### config.mk
export PLATFORM = sky130hd
export DESIGN_NAME = simd_acc_ctrl
export DESIGN_NICKNAME = d
export VERILOG_FILES = /design/src/rtl/simd_pkg.sv /design/src/rtl/simd_mode_dec.sv /design/src/rtl/simd_acc_ctrl.sv
export SDC_FILE = /design/constraint.sdc
export NUM_CORES = 1
export LEC_CHECK = 0
export BUFFER_PORTS_ARGS = -buffer_cell sky130_fd_sc_hd__buf_2
export CAP_MARGIN = 20
export CORE_MARGIN = 4
export CORE_UTILIZATION = 53
export CTS_BUF_LIST = sky130_fd_sc_hd__clkbuf_2 sky130_fd_sc_hd__clkbuf_4 sky130_fd_sc_hd__clkbuf_8
export CTS_CLUSTER_DIAMETER = 120
export DETAILED_ROUTE_END_ITERATION = 10
export PLACE_DENSITY = 0.88
export RECOVER_POWER = 25
export SLEW_MARGIN = 0
export SYNTH_ARGS = -nofsm -noshare
export SYNTH_HDL_FRONTEND = slang
export SYNTH_HIERARCHICAL = 1
export SYNTH_SLANG_ARGS = --single-unit
### constraint.sdc
create_clock -name clk -period 3.1 [get_ports clk]
set_input_delay 0.155 -clock clk [delete_from_list [all_inputs] [get_ports clk]]
set_output_delay 0.155 -clock clk [all_outputs]
set_load 0.01 [all_outputs]
### src/rtl/simd_pkg.sv
// Shared definitions for the SIMD lane-wise accumulation controller.
// Contents: lane mode codes, controller state encoding and lane widths.
// Imported by simd_mode_dec and simd_acc_ctrl.
package simd_pkg;

    // Lane mode codes as carried on in_mode / out_mode. Code 2'b11 is decoded as MODE_Q.
    localparam logic [1:0] MODE_H = 2'b00;  // one 16-bit lane
    localparam logic [1:0] MODE_O = 2'b01;  // two 8-bit lanes
    localparam logic [1:0] MODE_Q = 2'b10;  // four 4-bit lanes

    // Width of a single lane in each mode.
    localparam int LANE_W_H = 16;
    localparam int LANE_W_O = 8;
    localparam int LANE_W_Q = 4;

    typedef enum logic [1:0] {
        IDLE  = 2'd0,
        ACCUM = 2'd1,
        HOLD  = 2'd2
    } state_t;

endpackage

### src/rtl/simd_mode_dec.sv
// Decodes a 2-bit lane mode into the one-hot {h,o,q} lines the SIMD adder expects.
// Ports: mode_i (mode code in), h_o / o_o / q_o (one-hot lane select out).
// Pure combinational; code 2'b11 falls into the 4x4 lane mode.
module simd_mode_dec
    import simd_pkg::*;
(
    input  logic [1:0] mode_i,
    output logic       h_o,
    output logic       o_o,
    output logic       q_o
);

    always_comb begin
        h_o = (mode_i == MODE_H);
        o_o = (mode_i == MODE_O);
        // Both 2'b10 and the spare 2'b11 select the 4-bit lanes.
        q_o = mode_i[1];
    end

endmodule

### src/rtl/simd_acc_ctrl.sv
// Lane-wise accumulation controller around a combinational SIMD add/sub unit.
// Ports: clk/rst; in_valid/in_ready/in_data/in_mode/in_sub operand stream;
//        add_* adder drive and add_sum return; out_valid/out_ready/out_data/out_mode result stream.
// A burst of BEATS vectors is summed into the accumulator; the result is held until
// out_ready, and a new burst may start in the same cycle the result is taken.
module simd_acc_ctrl
    import simd_pkg::*;
#(
    parameter int BEATS = 4,  // vectors per burst, 1..255
    parameter int CNT_W = 8   // beat counter width, 2**CNT_W > BEATS
) (
    input  logic        clk,
    input  logic        rst,
    input  logic        in_valid,
    output logic        in_ready,
    input  logic [15:0] in_data,
    input  logic [1:0]  in_mode,
    input  logic        in_sub,
    output logic [15:0] add_a,
    output logic [15:0] add_b,
    output logic        add_h,
    output logic        add_o,
    output logic        add_q,
    output logic        add_sub,
    input  logic [15:0] add_sum,
    output logic        out_valid,
    input  logic        out_ready,
    output logic [15:0] out_data,
    output logic [1:0]  out_mode
);

    // Counter value of the final beat of a burst while in ACCUM.
    localparam logic [CNT_W-1:0] LAST_CNT = CNT_W'(BEATS - 1);

    state_t             state_q;
    logic [15:0]        acc_q;
    logic [CNT_W-1:0]   cnt_q;
    logic [CNT_W-1:0]   cnt_d;
    logic [1:0]         mode_q;
    logic               out_valid_q;
    logic [15:0]        out_data_q;
    logic [1:0]         out_mode_q;

    logic               beat_acc;
    logic [1:0]         dec_mode;

    // Holding a result blocks new beats unless the consumer takes it this cycle.
    assign in_ready = (state_q != HOLD) || out_ready;
    assign beat_acc = in_valid && in_ready;
    assign cnt_d    = cnt_q + CNT_W'(1);

    // First beat of a burst (IDLE or HOLD) adds to zero, so the accumulator never
    // needs a separate clear cycle between bursts.
    assign add_a   = (state_q == ACCUM) ? acc_q : 16'h0000;
    assign add_b   = in_data;
    assign add_sub = in_sub;

    // Mid-burst the latched mode drives the adder so in_mode changes are ignored.
    assign dec_mode = (state_q == ACCUM) ? mode_q : in_mode;

    simd_mode_dec u_mode_dec (
        .mode_i (dec_mode),
        .h_o    (add_h),
        .o_o    (add_o),
        .q_o    (add_q)
    );

    assign out_valid = out_valid_q;
    assign out_data  = out_data_q;
    assign out_mode  = out_mode_q;

    always_ff @(posedge clk) begin
        if (rst) begin
            state_q     <= IDLE;
            acc_q       <= 16'h0000;
            cnt_q       <= '0;
            mode_q      <= MODE_H;
            out_valid_q <= 1'b0;
            out_data_q  <= 16'h0000;
            out_mode_q  <= MODE_H;
        end else begin
            case (state_q)
                IDLE, HOLD: begin
                    if (beat_acc) begin
                        // Start of a burst; in HOLD this coincides with the result handoff.
                        mode_q <= in_mode;
                        acc_q  <= add_sum;
                        cnt_q  <= CNT_W'(1);
                        if (BEATS == 1) begin
                            state_q     <= HOLD;
                            out_valid_q <= 1'b1;
                            out_data_q  <= add_sum;
                            out_mode_q  <= in_mode;
                        end else begin
                            state_q     <= ACCUM;
                            out_valid_q <= 1'b0;
                        end
                    end else if ((state_q == HOLD) && out_ready) begin
                        state_q     <= IDLE;
                        out_valid_q <= 1'b0;
                        cnt_q       <= '0;
                    end
                end
                ACCUM: begin
                    if (beat_acc) begin
                        acc_q <= add_sum;
                        cnt_q <= cnt_d;
                        if (cnt_q == LAST_CNT) begin
                            state_q     <= HOLD;
                            out_valid_q <= 1'b1;
                            out_data_q  <= add_sum;
                            out_mode_q  <= mode_q;
                        end
                    end
                end
                default: state_q <= IDLE;
            endcase
        end
    end

endmodule
==> results of run 1 <==
==> cell usage after synthesis, drive strengths merged <==
| master | number | area [sq um] |
|---|---|---|
| nor2b | 3 | 23.8 |
| o21ai | 7 | 38.8 |
| mux2 | 2 | 22.5 |
| xnor2 | 1 | 8.76 |
| and3 | 1 | 6.26 |
| nand4 | 2 | 12.5 |
| and4bb | 1 | 12.5 |
| nor4 | 1 | 12.5 |
| and4 | 1 | 8.76 |
| or3 | 2 | 12.5 |
| inv | 5 | 18.8 |
| xor2 | 2 | 17.5 |
| a21oi | 21 | 109 |
| a32oi | 1 | 8.76 |
| o31ai | 1 | 7.51 |
| or2 | 1 | 6.26 |
| mux2i | 20 | 200 |
| nor3 | 1 | 5.00 |
| and3b | 1 | 10.0 |
| dfxtp | 47 | 941 |
| o211a | 1 | 10.0 |
| o22ai | 2 | 12.5 |
| a221oi | 1 | 8.76 |
| nor2 | 27 | 101 |
| ha | 1 | 12.5 |
| clkbuf | 5 | 18.8 |
| buf | 27 | 198 |
| or3b | 1 | 8.76 |
| and2 | 16 | 100 |
| a21boi | 1 | 11.3 |
| o2111a | 1 | 11.3 |
| nand2b | 3 | 26.3 |
| a21bo | 1 | 10.0 |
| nand2 | 36 | 135 |
| nand3 | 4 | 20.0 |
| nor3b | 1 | 7.51 |
| o211ai | 1 | 7.51 |
==> metal layers <==
layer,global-route usage,vias to the layer above,share of wire
met1,0.217,808,0.44
met4,0.0564,0,0.0043
met2,0.286,58,0.47
met5,0,-,0
met3,0.0762,6,0.088
li1,-,886,-
==> worst max-delay path: stages, from the launching register on <==
cell	delay [ns]
dfxtp_1	0.50
nor2b_1	0.18
buf_4	0.24
mux2_2	0.37
nor2b_2	0.15
buf_2	0.13
==> per-stage QoR <==
step	cell area [sq um]	cells	setup slack, ns	util	hold WS [ns]
after floorplan	2180	250	1.63	-	0.291
after global placement	2340	330	1.21	0.586	0.310
after detailed placement	2340	330	1.14	0.586	0.310
after CTS	2460	338	1.08	0.614	0.0757
after global routing	2450	338	0.967	0.612	0.0916
final	2450	338	1.08	0.612	0.0892
==> state kept, by name, summed over array words and instances (netlist names) <==
name / cells
state_q: 2
mode_q: 2
out_mode: 2
acc_q: 16
out_valid: 1
out_data: 16
cnt_q: 8
==> where the power goes <==
| part | switching, W | internal (W) |
|---|---|---|
| registers | 0.00000992 | 0.000619 |
| logic | 0.0000585 | 0.0000435 |
| clock network | 0.000204 | 0.000240 |
==> cell families (layout without fill, tap and decap cells) <==
group	Yosys count	after routing	synth area share
and+or+nand+nor	102	102	0.233
DFF	47	47	0.431
AOI/OAI and AO/OA	38	38	0.108
buffers and inverters	37	75	0.108
muxes	22	22	0.102
xor gates and xnor gates	3	3	0.0120
adders and majority gates	1	1	0.00573
==> worst paths after layout <==
check / start / endpoint / slack, ns
setup / recovery: state_q[0]$_SDFFE_PP0P_ / add_o / 1.08
hold / removal: add_sum[15] / acc_q[15]$_SDFFE_PP0P_ / 0.09
setup reg to reg: state_q[0]$_SDFFE_PP0P_ / out_mode[0]$_SDFFE_PP0P_ / 1.09
hold reg to reg: acc_q[8]$_SDFFE_PP0P_ / acc_q[8]$_SDFFE_PP0P_ / 0.45
==> layout make-up <==
cell class	count	share of cell area
clock buffer	5	0.0281
clock inverter	3	0.0179
inverter	5	0.00767
multi-input combinational	166	0.411
sequential	47	0.385
tap	50	0.0256
timing repair buffer	62	0.125
==> impl_results.md, run 1 <==
- First-pass GRT wire length: 7440 microns
- Top-Level Pins: 95
- Sequential fraction of the synthesis area: 0.431
- Synth Instances: 250
- Most common cell after layout, fill and taps aside: buf_2
- Num CTS Buffers: 5
- Full die area: 0.00521 sq mm
- Dpl hpwl: 3100 microns
- Crit Path Class: register to output port
- Total negative setup slack: 0 ns
- Worst slew pin tran: 0.733 ns
- Fin nets: 327
- Hold buffers post-CTS: 0
- Commonest non-fill, non-tap cells in the layout: buf_2 (52), dfxtp_1 (47), nand2_1 (36)
- Input/output buffers: 60
- Syn_nets: 290
- Period utilization: 0.651
- Status: complete, no violations
- Initial DRC Count: 62
- Startpoint types: register
- Setup Fix Bufs, Post-CTS: 0
- Final Hold Vio Count: 0
- Pin count of the biggest net entering global routing: 43
- Die W: 72.2 microns
- Required @ worst endpoint: 2.94 ns
- Rel. slew slack: 0.511
- DR WL/cell: 13.0 microns
- HP Class: primary input to register
- Layout cells sized above 1: 0.257
- Worst Setup End Kind: output port
- Final Max Slew Viols: 0
- Yosys reg bits: 47
- Htree depth: 2
- Arrival time at the worst endpoint: 1.86 ns
- RSZ-0062 raised after global routing: false
- Max-cap check violation count: 0
- Post-CTS sizing: 0
- Rows: 23
- CP max FO: 20
- Global route total overflow: 0
- Worst IR drop on VDD: 0.278 mV
- Leak pwr: 1.19 nW
- All-Layer GR Usage: 0.179
- Synth Cell Area: 0.00218 sq mm
- Yosys warns: 6
- Post-synth cell types: 43
- Fill count: 378
- Overall power: 0.00118 W
- Number of global-route vias before repair: 1679
- Register area: 941 sq um
- Tmin final: 2.02 ns
- Drt pass-1 iters: 4
- RePlAce Congestion: 0.784
- N_diodes: 0
- Worst r2r path cells: 6
- Detailed-route DRC error count: 0
- Initial antenna violation count: 0
- Via-to-Cell Ratio: 5.20
- Clk slew on worst S/H paths: 0.09 ns
- Hold path depth: 3
- Initial Util: 0.546
- Area growth, synth to finish: 12.1%
- Total wire length: 4410 microns
- Clock latency at the later pin of the worst-skew pair: 0.30 ns
- Average cell area after synthesis: 8.73 sq um
- Area of the multi-input gates: 0.00101 sq mm
- Die H: 72.2 microns
- Setup violators final: 0
- Fin Clk Skew: 0.00919 ns
- CTS tree: built
- Area of the core: 0.00400 sq mm
- Fmax: 495 MHz
- Power per cell area: 481 mW/mm^2
- Total number of vias: 1758
- CTS sink cnt: 47
- CTS Buffer Depth: 2
- Final ANT Viol Nets: 0
- Root Driver: clkbuf_8
No activity file was read; power rests on OpenSTA's default activity.
==> run 2, diff against run 1 <==
--- a/config.mk
+++ b/config.mk
@@ -8,11 +8,11 @@
 export BUFFER_PORTS_ARGS = -buffer_cell sky130_fd_sc_hd__buf_2
 export CAP_MARGIN = 20
 export CORE_MARGIN = 4
-export CORE_UTILIZATION = 53
+export CORE_UTILIZATION = 44
 export CTS_BUF_LIST = sky130_fd_sc_hd__clkbuf_2 sky130_fd_sc_hd__clkbuf_4 sky130_fd_sc_hd__clkbuf_8
 export CTS_CLUSTER_DIAMETER = 120
 export DETAILED_ROUTE_END_ITERATION = 10
-export PLACE_DENSITY = 0.88
+export PLACE_DENSITY = 0.78
 export RECOVER_POWER = 25
 export SLEW_MARGIN = 0
 export SYNTH_ARGS = -nofsm -noshare
==> constraint.sdc (replaced) <==
create_clock -name clk -period 1.7 [get_ports clk]
set_input_delay 0.085 -clock clk [delete_from_list [all_inputs] [get_ports clk]]
set_output_delay 0.085 -clock clk [all_outputs]
set_load 0.01 [all_outputs]
==> impl_results.md, run 2 (synthesis gave the netlist of run 1 again) <==
- # placed instances: 355
- Worst slew pin tran: 0.513 ns
- CP max FO: 10
- Seq pwr share: 0.565
- Commonest non-fill, non-tap cells in the layout: buf_2 (52), dfxtp_1 (46), nand2_1 (36)
- RePlAce Congestion: 0.773
- Total negative setup slack: 0 ns
- Logic gate share of total power: 0.101
- Tmin final: 1.57 ns
- Number of global-route vias before repair: 1709
- Non-filler cells, final: 362
- Setup Fix Bufs, Post-CTS: 0
- Clk slew on worst S/H paths: 0.08 ns
- CTS tree: built
- N_diodes: 0
- Layout cells sized above 1: 0.285
- P_sw: 0.000498 W
- Final Max Slew Viols: 0
- Max-cap check violation count: 0
- Global route total overflow: 0
- Top-Level Pins: 95
- DR WL/cell: 12.9 microns
- Power per cell area: 801 mW/mm^2
- Htree depth: 2
- Final Hold Vio Count: 0
- Arrival time at the worst endpoint: 1.49 ns
- Most common cell after layout, fill and taps aside: buf_2
- Slack of the worst reg-to-reg path: 0.15 ns
- Input/output buffers: 60
- Leak pwr: 1.23 nW
- RSZ-0062 raised after global routing: false
- Rel. slew slack: 0.658
- Setup violators final: 0
- Total wire length: 4650 microns
- First-pass GRT wire length: 7540 microns
- All-Layer GR Usage: 0.152
- Sw Ratio: 0.247
- Startpoint types: register
- Detailed-route DRC error count: 0
- Num CTS Buffers: 5
- Worst Setup End Kind: output port
- Worst IR drop on VDD: 0.504 mV
- Initial antenna violation count: 0
- HP Class: primary input to register
- Area of the core: 0.00475 sq mm
- Die H: 78.4 microns
- Drt pass-1 iters: 4
- Initial DRC Count: 51
- Fin Clk Skew: 0.00435 ns
- Required @ worst endpoint: 1.62 ns
- Clk pwr share: 0.333
- CTS Buffer Depth: 2
- Clock latency at the later pin of the worst-skew pair: 0.30 ns
- Area growth, synth to finish: 15.7%
- Final ANT Viol Nets: 0
- Total number of vias: 1768
- Status: complete, no violations
- Initial Util: 0.459
- Full die area: 0.00615 sq mm
- Pin count of the biggest net entering global routing: 38
- Overall power: 0.00202 W
- Fin nets: 334
- Period utilization: 0.925
- Die W: 78.4 microns
- Crit Path Class: register to output port
- CTS sink cnt: 47
- Rows: 25
- Hold buffers post-CTS: 0
- Pint: 0.00152 W
- Dpl hpwl: 3360 microns
- Fmax: 636 MHz
- Via-to-Cell Ratio: 4.88
- Root Driver: clkbuf_8
-- run 2: cell count changes in the layout (fill, tap and decap cells not counted) --
cell,change
bufinv_16,-1
clkbuf_4,+1
nor2b_4,+1
dfxtp_1,-1
clkinvlp_4,+1
clkinv_4,-1
buf_4,+5
dfxtp_2,+1
nor2_1,-1
nor2_2,+1
buf_6,+1
buf_12,+1
nor2b_1,-1
-- run 2: power groups by stage --
| stage | logic (W) | registers (W) | clock network [W] |
|---|---|---|---|
| floorplan | 0.000168 | 0.00117 | 0 |
| detailed placement | 0.000206 | 0.00117 | 0 |
| finish | 0.000205 | 0.00114 | 0.000673 |
| global placement | 0.000203 | 0.00117 | 0 |
| CTS | 0.000207 | 0.00114 | 0.000685 |
| global route | 0.000229 | 0.00115 | 0.000735 |
-- run 2: final cells by class --
class,count,area [sq um]
fill,475,2230
multi-input combinational,166,1020
sequential,47,942
timing repair buffer,69,374
tap,67,83.8
clock buffer,6,76.3
inverter,5,18.8
clock inverter,2,12.5
-- run 2: worst max-delay path: stages (launching register included) --
cell	delay, ns
dfxtp_1	0.40
buf_6	0.16
inv_1	0.07
or3_1	0.40
buf_2	0.16
-- run 2: per-stage QoR --
stage | worst slack [ns] | hold WS [ns] | utilization | area [sq um]
detailed placement | 0.184 | 0.170 | 0.513 | 2440
global route | 0.0268 | 0.0262 | 0.531 | 2520
CTS | 0.0194 | 0.0219 | 0.532 | 2530
floorplan | 0.295 | 0.221 | - | 2180
finish | 0.128 | 0.0300 | 0.531 | 2520
global placement | 0.247 | 0.170 | 0.513 | 2440
-- run 2: what timing repair did --
| item | CTS | global route |
|---|---|---|
| endpoints found under the hold margin | 0 | 0 |
| resized for setup | 1 | 4 |
| endpoints found under the setup margin | 2 | 2 |
-- run 2: path summary, 6_finish.rpt --
path                                 from                        to  depth (start not counted)
setup / recovery  state_q[1]$_SDFFE_PP0P_                  in_ready                          4
hold / removal                add_sum[15]    acc_q[15]$_SDFFE_PP0P_                          3
setup reg to reg    cnt_q[0]$_SDFFE_PP0P_  out_data[2]$_SDFFE_PP0P_                          6
hold reg to reg    acc_q[12]$_SDFFE_PP0P_    acc_q[12]$_SDFFE_PP0P_                          2
-- run 2: per-layer routing --
metal,share of wire,track usage,wire length (microns)
met1,0.43,0.176,2000
met2,0.48,0.265,2250
met3,0.072,0.0447,333
met4,0.014,0.0559,66
met5,0,0,0
==> run 3, diff against run 2 <==
--- a/config.mk
+++ b/config.mk
@@ -8,11 +8,11 @@
 export BUFFER_PORTS_ARGS = -buffer_cell sky130_fd_sc_hd__buf_2
 export CAP_MARGIN = 20
 export CORE_MARGIN = 4
-export CORE_UTILIZATION = 44
+export CORE_UTILIZATION = 53
 export CTS_BUF_LIST = sky130_fd_sc_hd__clkbuf_2 sky130_fd_sc_hd__clkbuf_4 sky130_fd_sc_hd__clkbuf_8
 export CTS_CLUSTER_DIAMETER = 120
 export DETAILED_ROUTE_END_ITERATION = 10
-export PLACE_DENSITY = 0.78
+export PLACE_DENSITY = 0.88
 export RECOVER_POWER = 25
 export SLEW_MARGIN = 0
 export SYNTH_ARGS = -nofsm -noshare
==> constraint.sdc (replaced) <==
create_clock -name clk -period 2.01 [get_ports clk]
set_input_delay 0.3015 -clock clk [delete_from_list [all_inputs] [get_ports clk]]
set_output_delay 0.3015 -clock clk [all_outputs]
set_load 0.01 [all_outputs]
==> impl_results.md, run 3 (synthesis gave the netlist of run 1 again) <==
- RSZ-0062 raised after global routing: false
- Rel. slew slack: 0.669
- CP max-delay cell: mux2_2
- Fmax: 545 MHz
- Post-CTS sizing: 0
- Period utilization: 0.913
- WP buf/inv: 1
- Initial Util: 0.546
- Worst Setup End Kind: output port
- CTS Buffer Depth: 2
- Top delay family on crit path: simple AND/OR/NAND/NOR gates
- Slack of the worst reg-to-reg path: 0.43 ns
- Max-cap check violation count: 0
- Status: complete, no violations
- Non-filler cells, final: 344
- Clk slew on worst S/H paths: 0.10 ns
- Total negative setup slack: 0 ns
- N_diodes: 0
- Num CTS Buffers: 5
- Final Hold Vio Count: 0
- Total wire length: 4600 microns
- Worst flop-to-flop path endpoint: out_data[4]$_SDFFE_PP0P_
- Crit-path cells: nor2b_1, mux2_2, nor2b_2, buf_2
- Worst slew pin tran: 0.496 ns
- Root Driver: clkbuf_8
- Pin count of the biggest net entering global routing: 23
- Detailed-route DRC error count: 0
- Layout cells sized above 1: 0.272
- First-pass GRT wire length: 7870 microns
- Worst stage delay on the critical path: 0.38 ns
- Setup Fix Bufs, Post-CTS: 0
- Global route total overflow: 0
- Dpl hpwl: 3380 microns
- Commonest non-fill, non-tap cells in the layout: buf_2 (52), dfxtp_1 (47), nand2_1 (36)
- Critical path endpoint: add_o
- Full die area: 0.00521 sq mm
- Drt pass-1 iters: 4
- Overall power: 0.00184 W
- Required @ worst endpoint: 1.71 ns
- Fin nets: 333
- Top-Level Pins: 95
- Power per cell area: 739 mW/mm^2
- Leak pwr: 1.22 nW
- Arrival time at the worst endpoint: 1.53 ns
- DR WL/cell: 13.4 microns
- Htree depth: 2
- Reg2reg start: cnt_q[0]$_SDFFE_PP0P_
- Worst r2r path cells: 6
- HP Class: primary input to register
- Tmin final: 1.83 ns
- Via-to-Cell Ratio: 5.16
- Hold buffers post-CTS: 0
- Startpoint types: register
- Rows: 23
- CTS tree: built
- Final ANT Viol Nets: 0
- Die H: 72.2 microns
- Area growth, synth to finish: 14.3%
- Critical path depth: 4
- Most common cell after layout, fill and taps aside: buf_2
- # placed instances: 336
- Fin Clk Skew: 0.0118 ns
- Setup crit start: state_q[0]$_SDFFE_PP0P_
- Worst IR drop on VDD: 0.605 mV
- Initial DRC Count: 84
- Area of the core: 0.00400 sq mm
- CTS sink cnt: 47
- Setup violators final: 0
- Number of global-route vias before repair: 1750
- Die W: 72.2 microns
- RePlAce Congestion: 0.762
- Input/output buffers: 60
- Crit Path Class: register to output port
- All-Layer GR Usage: 0.191
- Clock latency at the later pin of the worst-skew pair: 0.31 ns
- Final Max Slew Viols: 0
- Final design utilization: 0.624
- Initial antenna violation count: 0
- Total number of vias: 1776
- CP max FO: 3
## run 3: cell types whose count changed in the layout (fill, tap and decap cells not counted), sizes merged
cell      change
clkinvlp      -1
bufinv        +1
buf           -1
clkbuf        -1
inv           +1
## run 3: through the flow
| stage | worst slack (ns) | hold slack (ns) | cell area, sq um |
|---|---|---|---|
| finish | 0.175 | 0.227 | 2490 |
| global route | 0.0495 | 0.220 | 2490 |
| detailed placement | 0.442 | 0.443 | 2390 |
| CTS | 0.150 | 0.224 | 2500 |
| floorplan | 0.392 | 0.432 | 2180 |
| global placement | 0.534 | 0.437 | 2390 |
## run 3: worst reg2reg max path, cell delays in order (launching register included)
cell      delay [ns]
dfxtp_1         0.35
ha_1            0.24
and4bb_2        0.24
nand3_1         0.13
buf_4           0.22
mux2i_1         0.24
nor2_1          0.06
## run 3: how the worst min path moves through the flow
stage                           start                      to  slack (ns)  cells past startpoint
2_1_floorplan   acc_q[0]$_SDFFE_PP0P_   acc_q[0]$_SDFFE_PP0P_        0.43                      2
3_3_place_gp   acc_q[14]$_SDFFE_PP0P_  acc_q[14]$_SDFFE_PP0P_        0.44                      2
4_1_cts                    add_sum[7]   acc_q[7]$_SDFFE_PP0P_        0.22                      3
6_report                   add_sum[7]   acc_q[7]$_SDFFE_PP0P_        0.23                      3
3_5_place_dp    acc_q[0]$_SDFFE_PP0P_   acc_q[0]$_SDFFE_PP0P_        0.44                      2
5_1_grt                    add_sum[6]   acc_q[6]$_SDFFE_PP0P_        0.22                      3
## run 3: power by group
| group | switching, W | total (W) | internal (W) |
|---|---|---|---|
| clock | 0.000336 | 0.000713 | 0.000377 |
| combinational | 0.0000937 | 0.000165 | 0.0000715 |
| sequential | 0.0000120 | 0.000967 | 0.000955 |
## run 3: metal layers
metal / up-vias / global-route usage / wire, microns
li1: 903 / - / -
met1: 808 / 0.223 / 1980
met2: 52 / 0.321 / 2180
met3: 13 / 0.0720 / 363
met4: 0 / 0.0668 / 74
met5: - / 0 / 0
## run 3: final cells by class
class,count,area [sq um]
clock buffer,5,68.8
clock inverter,3,47.5
fill,361,1510
inverter,5,18.8
multi-input combinational,166,1010
sequential,47,941
tap,50,62.6
timing repair buffer,68,350
